### src/rtl/display_pkg.sv
`default_nettype none
// =============================================================================
// Module   : display_pkg
// Brief    : Shared types and active-low segment patterns for the display scanner.
// Revision : 1.0
// =============================================================================
package display_pkg;

    typedef enum logic [0:0] {
        ST_DEAD = 1'b0,
        ST_ON   = 1'b1
    } state_t;

    localparam logic [6:0] SEG_BLANK = 7'h7F;
    localparam logic [6:0] SEG_DASH  = 7'h3F;

    // Bit order {g,f,e,d,c,b,a}, a 0 lights the segment
    localparam logic [6:0] SEG_LUT [0:9] = '{
        7'h40, 7'h79, 7'h24, 7'h30, 7'h19,
        7'h12, 7'h02, 7'h78, 7'h00, 7'h10
    };

endpackage
`default_nettype wire

### src/rtl/module_seg_decoder.sv
`default_nettype none
// =============================================================================
// Module   : module_seg_decoder
// Brief    : Combinational BCD nibble to active-low 7-segment pattern; >9 gives a dash.
// Revision : 1.0
// =============================================================================
module module_seg_decoder
    import display_pkg::*;
(
    input  logic [3:0] bcd_i,
    output logic [6:0] seg_o
);

    always_comb begin
        seg_o = SEG_DASH;
        for (int i = 0; i < 10; i++) begin
            if (bcd_i == 4'(i)) begin
                seg_o = SEG_LUT[i];
            end
        end
    end

endmodule
`default_nettype wire

### src/rtl/module_display_scan.sv
`default_nettype none
// =============================================================================
// Module   : module_display_scan
// Brief    : 4-digit multiplexed 7-segment scanner with dead-time, frame-aligned
//            load and leading-zero blanking. Option macro: SCAN_BLINK_EN (blink_i).
// Revision : 1.0
// =============================================================================
module module_display_scan
    import display_pkg::*;
#(
    parameter int CLK_HZ   = 27_000_000,
    parameter int SCAN_HZ  = 1_000,
    parameter int DEAD_CYC = 16
) (
    input  logic        clk,
    input  logic        rst,
    input  logic [15:0] digits_i,
    input  logic        load_i,
    input  logic        blank_i,
`ifdef SCAN_BLINK_EN
    input  logic        blink_i,
`endif
    output logic        busy_o,
    output logic [3:0]  an_o,
    output logic [6:0]  seg_o
);

    localparam int TICK_DIV = CLK_HZ / SCAN_HZ;
    localparam int PW       = $clog2(TICK_DIV);
    localparam int DW       = $clog2(DEAD_CYC + 1);
    localparam logic [PW-1:0] PRESC_MAX = PW'(TICK_DIV - 1);
    localparam logic [DW-1:0] DEAD_LAST = DW'(DEAD_CYC - 1);

    logic [PW-1:0] presc_q;
    logic [DW-1:0] dead_q;
    logic [1:0]    idx_q;
    state_t        state_q;
    logic [15:0]   pend_q, pend_d;
    logic [15:0]   shown_q, shown_d;
    logic          busy_q, busy_d;
    logic [3:0]    an_q;
    logic [6:0]    seg_q;

    logic          w_tick;
    logic          w_apply;
    logic [3:0]    w_digit;
    logic          w_dark;
    logic [6:0]    w_dec;
    logic [6:0]    w_seg_on;

    assign w_tick  = (presc_q == PRESC_MAX);
    assign w_apply = w_tick && (idx_q == 2'd3) && busy_q;
    assign w_digit = shown_q[{idx_q, 2'b00} +: 4];
    // Digit is a leading zero when it and every higher digit are zero
    assign w_dark  = blank_i && (idx_q != 2'd0) && ((shown_q >> {idx_q, 2'b00}) == 16'h0000);

    module_seg_decoder u_dec (
        .bcd_i (w_digit),
        .seg_o (w_dec)
    );

`ifdef SCAN_BLINK_EN
    localparam int BLINK_PER = CLK_HZ / 2;
    localparam int BW        = $clog2(BLINK_PER);
    localparam logic [BW-1:0] BLINK_MAX  = BW'(BLINK_PER - 1);
    localparam logic [BW-1:0] BLINK_HALF = BW'(BLINK_PER / 2);

    logic [BW-1:0] blink_q;

    always_ff @(posedge clk or negedge rst) begin
        if (!rst) begin
            blink_q <= '0;
        end else begin
            blink_q <= (blink_q == BLINK_MAX) ? '0 : blink_q + 1'b1;
        end
    end

    assign w_seg_on = (w_dark || (blink_i && (blink_q >= BLINK_HALF))) ? SEG_BLANK : w_dec;
`else
    assign w_seg_on = w_dark ? SEG_BLANK : w_dec;
`endif

    // A load coinciding with the apply tick is kept pending; the old request is shown
    always_comb begin
        pend_d  = pend_q;
        shown_d = shown_q;
        busy_d  = busy_q;
        if (w_apply) begin
            shown_d = pend_q;
            busy_d  = 1'b0;
        end
        if (load_i) begin
            pend_d = digits_i;
            busy_d = 1'b1;
        end
    end

    always_ff @(posedge clk or negedge rst) begin
        if (!rst) begin
            pend_q  <= 16'h0000;
            shown_q <= 16'h0000;
            busy_q  <= 1'b0;
        end else begin
            pend_q  <= pend_d;
            shown_q <= shown_d;
            busy_q  <= busy_d;
        end
    end

    always_ff @(posedge clk or negedge rst) begin
        if (!rst) begin
            presc_q <= '0;
            dead_q  <= '0;
            idx_q   <= 2'd0;
            state_q <= ST_DEAD;
            an_q    <= 4'hF;
            seg_q   <= SEG_BLANK;
        end else begin
            presc_q <= w_tick ? '0 : presc_q + 1'b1;
            if (w_tick) begin
                idx_q   <= idx_q + 2'd1;
                state_q <= ST_DEAD;
                dead_q  <= '0;
            end else begin
                case (state_q)
                    ST_DEAD: begin
                        if (dead_q == DEAD_LAST) begin
                            state_q <= ST_ON;
                        end else begin
                            dead_q <= dead_q + 1'b1;
                        end
                    end
                    default: state_q <= ST_ON;
                endcase
            end
            if (state_q == ST_ON) begin
                an_q  <= ~(4'b0001 << idx_q);
                seg_q <= w_seg_on;
            end else begin
                an_q  <= 4'hF;
                seg_q <= SEG_BLANK;
            end
        end
    end

    assign busy_o = busy_q;
    assign an_o   = an_q;
    assign seg_o  = seg_q;

endmodule
`default_nettype wire

### config.mk
export PLATFORM = sky130hd
export DESIGN_NAME = module_display_scan
export DESIGN_NICKNAME = d
export VERILOG_FILES = /design/src/rtl/display_pkg.sv /design/src/rtl/module_seg_decoder.sv /design/src/rtl/module_display_scan.sv
export SDC_FILE = /design/constraint.sdc
export NUM_CORES = 1
export LEC_CHECK = 0
export ABC_CLOCK_PERIOD_IN_PS = 2500
export CORE_MARGIN = 2
export CORE_UTILIZATION = 30
export DETAILED_ROUTE_END_ITERATION = 8
export SETUP_SLACK_MARGIN = 0.02
export SYNTH_ARGS = -nofsm -noshare
export SYNTH_HDL_FRONTEND = slang
export SYNTH_SLANG_ARGS = --single-unit
### constraint.sdc
create_clock -name clk -period 2.5 [get_ports clk]
set_input_delay 0.5 -clock clk [delete_from_list [all_inputs] [get_ports clk]]
set_output_delay 0.5 -clock clk [all_outputs]
set_load 0.03 [all_outputs]
Word-level counts from Yosys, hierarchy flattened

Cells that the tools add are included.
W data, S select, Z words.

Bits of input ports: 20
Flip-flop bits (word level): 67
Output and inout bits: 12

Reduce and logical (&&, ||, !) cells: 9
Equality and inequality tests: 14
Shift operators: 3
$add $sub $neg: 3
Bitwise gates (word level): 1
Multiplexer cells: 22

Operator list:

| kind                    | number |
|---|---|
| $mux W7                 | 12 |
| $eq A4 B3 Y1 const B    | 4 |
| $logic_not A16 Y1       | 1 |
| $shiftx A16 B5 Y4       | 1 |
| $shr A16 B4 Y16         | 1 |
| $add A15 B1 Y15 const B | 1 |
| $eq A15 B15 Y1 const B  | 1 |
| $mux W15                | 1 |
| $mux W5                 | 3 |
| $eq A4 B2 Y1 const B    | 2 |
| $eq A4 B4 Y1 const B    | 2 |
| $add A5 B1 Y5 const B   | 1 |
| $eq A5 B4 Y1 const B    | 1 |
| $mux W1                 | 5 |
| $eq A4 B1 Y1 const B    | 1 |
| $logic_and A1 B1 Y1     | 4 |
| $logic_not A4 Y1        | 1 |
| $mux W4                 | 1 |
| $not A4 Y4              | 1 |
| $reduce_bool A2 Y1      | 2 |
| $shl A1 B2 Y4 const A   | 1 |
| $add A2 B1 Y2 const B   | 1 |
| $eq A2 B2 Y1 const B    | 1 |
| $ne A2 B1 Y1 const B    | 1 |
| 2 further kinds         | 2 |

Depth between registers and ports, before layout

Word-level depth: 14
Gate-level depth with buffers: 8

Modules after synthesis

From an unflattened synthesis, not the netlist that was laid out.

Cells, all modules: 232
Area, all modules: 2965.3 µm²

Modules (own cells, without submodules):

| module              | area an instance (µm²) | times used | seq. area each (µm²) | cells each |
|---|---|---|---|---|
| module_display_scan | 2835.2                 | 1          | 1690.4               | 211 |
| module_seg_decoder  | 130.1                  | 1          | 0.0                  | 21 |

Worst setup path before layout

OpenSTA, ideal clock, no wires.

Kind: register to register
Start: reg presc_q[3]
End: reg shown_q[10]
Slack: 0.502 ns
Period minus slack after synthesis: 1.998 ns
Stages on the path, launching flop included: 6
Arrival: 1.873 ns
Buffers on the path: 1
Path through: dfrtp_1 or4b_1 nor4_4 nand3_4 buf_6 mux2_4

Word-level cells in the longest chain between the ends: 3

Ends and longest elaborated chain:

| what                              | line                       | text |
|---|---|---|
| start, declared                   | module_display_scan.sv:34  | `logic [PW-1:0] presc_q;` |
| start signal, assigned            | module_display_scan.sv:119 | `presc_q <= w_tick ? '0 : presc_q + 1'b1;` |
| $eq A15 B15 Y1                    | module_display_scan.sv:51  | `assign w_tick = (presc_q == PRESC_MAX);` |
| $logic_and A1 B1 Y1 (2 in series) | module_display_scan.sv:52  | `assign w_apply = w_tick && (idx_q == 2'd3) && busy_q;` |
| end signal, assigned              | module_display_scan.sv:105 | `shown_q <= shown_d;` |
| end, declared                     | module_display_scan.sv:39  | `logic [15:0] shown_q, shown_d;` |

Every way passes these cells.
A chain may end at the register's enable or synchronous reset.

Worst setup path in the final report

Same ends and word-level chain as after synthesis.

==> impl_metrics.ini <==
[status]
status = finished clean

[sta]
relSlewSlack_pct = 55.6
worst_slew_pin_slew_ns = 0.666
setup_viol = 0
final.setup_skew_ns = 0.0110
hold_viol = 0
fin_crit_ns = 2.12
finalSetupTns_ns = 0
whs_ns = 0.196
final-max-slew-violation-count = 0
rsz0062_at_grt = no
fmax_mhz = 472
finalCritPeriodShare_pct = 84.8
layout_setup_ws_ns = 0.380

[clock_tree]
h-tree-depth = 3
post_cts_buffers = 0
clkSinkCount = 67
cts-buffers-inserted = 9
cts_tree = built
path_clk_slew_ns = 0.07
worstSkewPairLatency_ns = 0.34
cts_resized = 0
cts_hold_buf = 0
clockRootBuffer = clkbuf_8
cts_buffer_depth = 2

[finish]
postLayoutCoreUtil_pct = 37.7
diodes = 0
final_cell_mix = 56 x dfrtp_1, 30 x clkdlybuf4s50_1, 22 x nor2_1, 22 x mux2_2, 15 x nand2_1
finalNetCount = 294
multi_input_area_mm2 = 0.00121
drive_gt1_share_pct = 23.9
syn_to_final_growth_pct = 23.2
fill_cells = 951
layout_commonest_cell = dfrtp_1
seq_area_mm2 = 0.00169

[detailed_routing]
wl_per_cell_um = 12.9
drt_iter0_drc = 45
via_per_inst = 4.55
via_count = 1841
drc = 0
drt-total-wl_um = 5220
dr.pass1.iters = 4
ant_nets = 0

[die]
die_w_um = 103
core_area_mm2 = 0.00964
rows = 36
io_pins = 32
die_h_um = 103
floorplan.initialDensity_pct = 30.6
die_area_mm2 = 0.0106

[power]
pwr-share-seq_pct = 51.4
clkPwrFrac_pct = 44.6
netSwitchingFraction_pct = 19.8
power_density_mw_per_mm2 = 602
internal_power_uw = 1750
p_switching_uw = 433
irDropWorstVdd_mv = 0.214
p_leak_uw = 0.00158
combPwrFrac_pct = 4.0

[worst_setup_path]
critPathMaxFanout = 16
critPathLaunchType = flip-flop
arrival_ns = 2.34
critical_path_class = flip-flop to flip-flop
crit_path_end_kind = flip-flop
critPathRequiredTime_ns = 2.72

[grt]
grt_pass1_wl_um = 8990
grt-ovfl-total = 0
grt_pass1_vias = 1847
grt_usage_pct = 11.2
grt_max_degree = 40
antenna_found_initial = 0

[synthesis]
syn_area_mm2 = 0.00295
ys_ff_latch = 67
synth_cell_types = 37
syn_avg_cell_area_um2 = 12.9
yosysWarnings = 0
syn_inst = 229
synthesis.nets = 256
ys_seq_area_share_pct = 57.3

[run]
drv_cap = 0

[place]
io_buffers = 31
dp_slack_ns = 0.407
dp.final_hpwl_um = 3660
gp_congestion = 0.749

[worst_hold_path]
hp-class = primary input to async pin
## sequential cells by signal, summed over array words and instances (netlist names)
register	cells
idx_q	2
seg_o	7
state_q	1
dead_q	5
an_o	4
pend_q	16
busy_o	1
presc_q	15
shown_q	16
## power by group through the flow
stage / sequential (µW) / clock, µW / combinational [µW]
finish: 1120 / 975 / 87.8
global placement: 1140 / 0 / 89.5
global route: 1130 / 1060 / 98.3
detailed placement: 1150 / 0 / 90.9
CTS: 1130 / 1010 / 91.3
floorplan: 1140 / 0 / 32.2
## cell usage after synthesis
| library cell | count | area share (%) |
|---|---|---|
| dfrtp_1 | 56 | 47 |
| mux2_2 | 22 | 8.4 |
| nor2_1 | 22 | 2.8 |
| nand2_1 | 15 | 1.9 |
| dfstp_2 | 11 | 9.8 |
| mux2_4 | 10 | 5.1 |
| xor2_1 | 10 | 3.0 |
| o21ai_0 | 9 | 1.5 |
| a21oi_1 | 8 | 1.4 |
| nand3_1 | 8 | 1.4 |
| ha_1 | 7 | 3.0 |
| xnor2_1 | 6 | 1.8 |
| inv_1 | 5 | 0.64 |
| clkbuf_1 | 4 | 0.51 |
| mux4_2 | 4 | 3.1 |
| nor2b_1 | 3 | 0.64 |
| nor4_1 | 3 | 0.64 |
| and3_1 | 2 | 0.42 |
| nand4_1 | 2 | 0.42 |
| nor3_1 | 2 | 0.34 |
| o211ai_1 | 2 | 0.51 |
| o31ai_1 | 2 | 0.51 |
| or3_1 | 2 | 0.42 |
| a21o_1 | 1 | 0.25 |
| a31oi_1 | 1 | 0.21 |
| and2_1 | 1 | 0.21 |
| buf_1 | 1 | 0.13 |
| buf_2 | 1 | 0.17 |
| buf_6 | 1 | 0.38 |
| mux2i_1 | 1 | 0.34 |
| nand3_4 | 1 | 0.59 |
| nand3b_1 | 1 | 0.25 |
| nand4b_1 | 1 | 0.30 |
| nor4_4 | 1 | 0.72 |
| o32ai_1 | 1 | 0.30 |
| or4_1 | 1 | 0.25 |
| or4b_1 | 1 | 0.34 |
## cell families (layout without fill, tap and decap cells)
logic type	Yosys count	after routing	share of synthesized area, %
AND/OR/NAND/NOR	66	66	11.6
XOR/XNOR	16	16	4.75
flip-flops	67	67	57.3
AO/OA/AOI/OAI	24	24	4.66
adder cells (fa/ha/maj)	7	7	2.97
multiplexers	37	37	16.9
buffers and inverters	12	55	1.82
## per-stage QoR
stage               power, µW  instance area [µm²]  std cells
floorplan                1170                 2950        229
global placement         1230                 3420        389
detailed placement       1240                 3420        389
CTS                      2220                 3630        405
global route             2280                 3630        405
finish                   2190                 3630        405
## routing by layer
layer	vias up	wire length (µm)	part of all wire [%]	track usage [%]
li1	882	-	-	-
met1	903	2490	48	14.8
met2	46	2390	46	16.4
met3	10	195	3.7	2.49
met4	0	144	2.8	7.39
met5	-	0	0	0
## path summary, 6_finish.rpt
path	from	to	cells past startpoint	slack (ns)
max	presc_q[3]$_DFF_PN0_	shown_q[10]$_DFFE_PN0P_	4	0.38
min	rst	dead_q[1]$_DFFE_PN0P_	1	0.20
max reg2reg	presc_q[3]$_DFF_PN0_	shown_q[10]$_DFFE_PN0P_	4	0.38
min reg2reg	presc_q[12]$_DFF_PN0_	presc_q[12]$_DFF_PN0_	1	0.49
max in group asynchronous	rst	seg_o[4]$_DFF_PN1_	2	1.63
min in group clk	presc_q[12]$_DFF_PN0_	presc_q[12]$_DFF_PN0_	1	0.49
## critical path, stage by stage (launching register included)
cell and delay [ns]:
dfrtp_1 0.42, or4b_1 0.57, nor4_4 0.31, nand3_4 0.31
mux2_4 0.39
## layout make-up
class	instances	share of cell area [%]
multi-input combinational	150	33.2
clock buffer	14	4.20
sequential	67	46.5
timing repair buffer	34	9.36
tap	133	4.58
inverter	5	0.516
clock inverter	2	1.65
(Power assumes the default switching activity.)
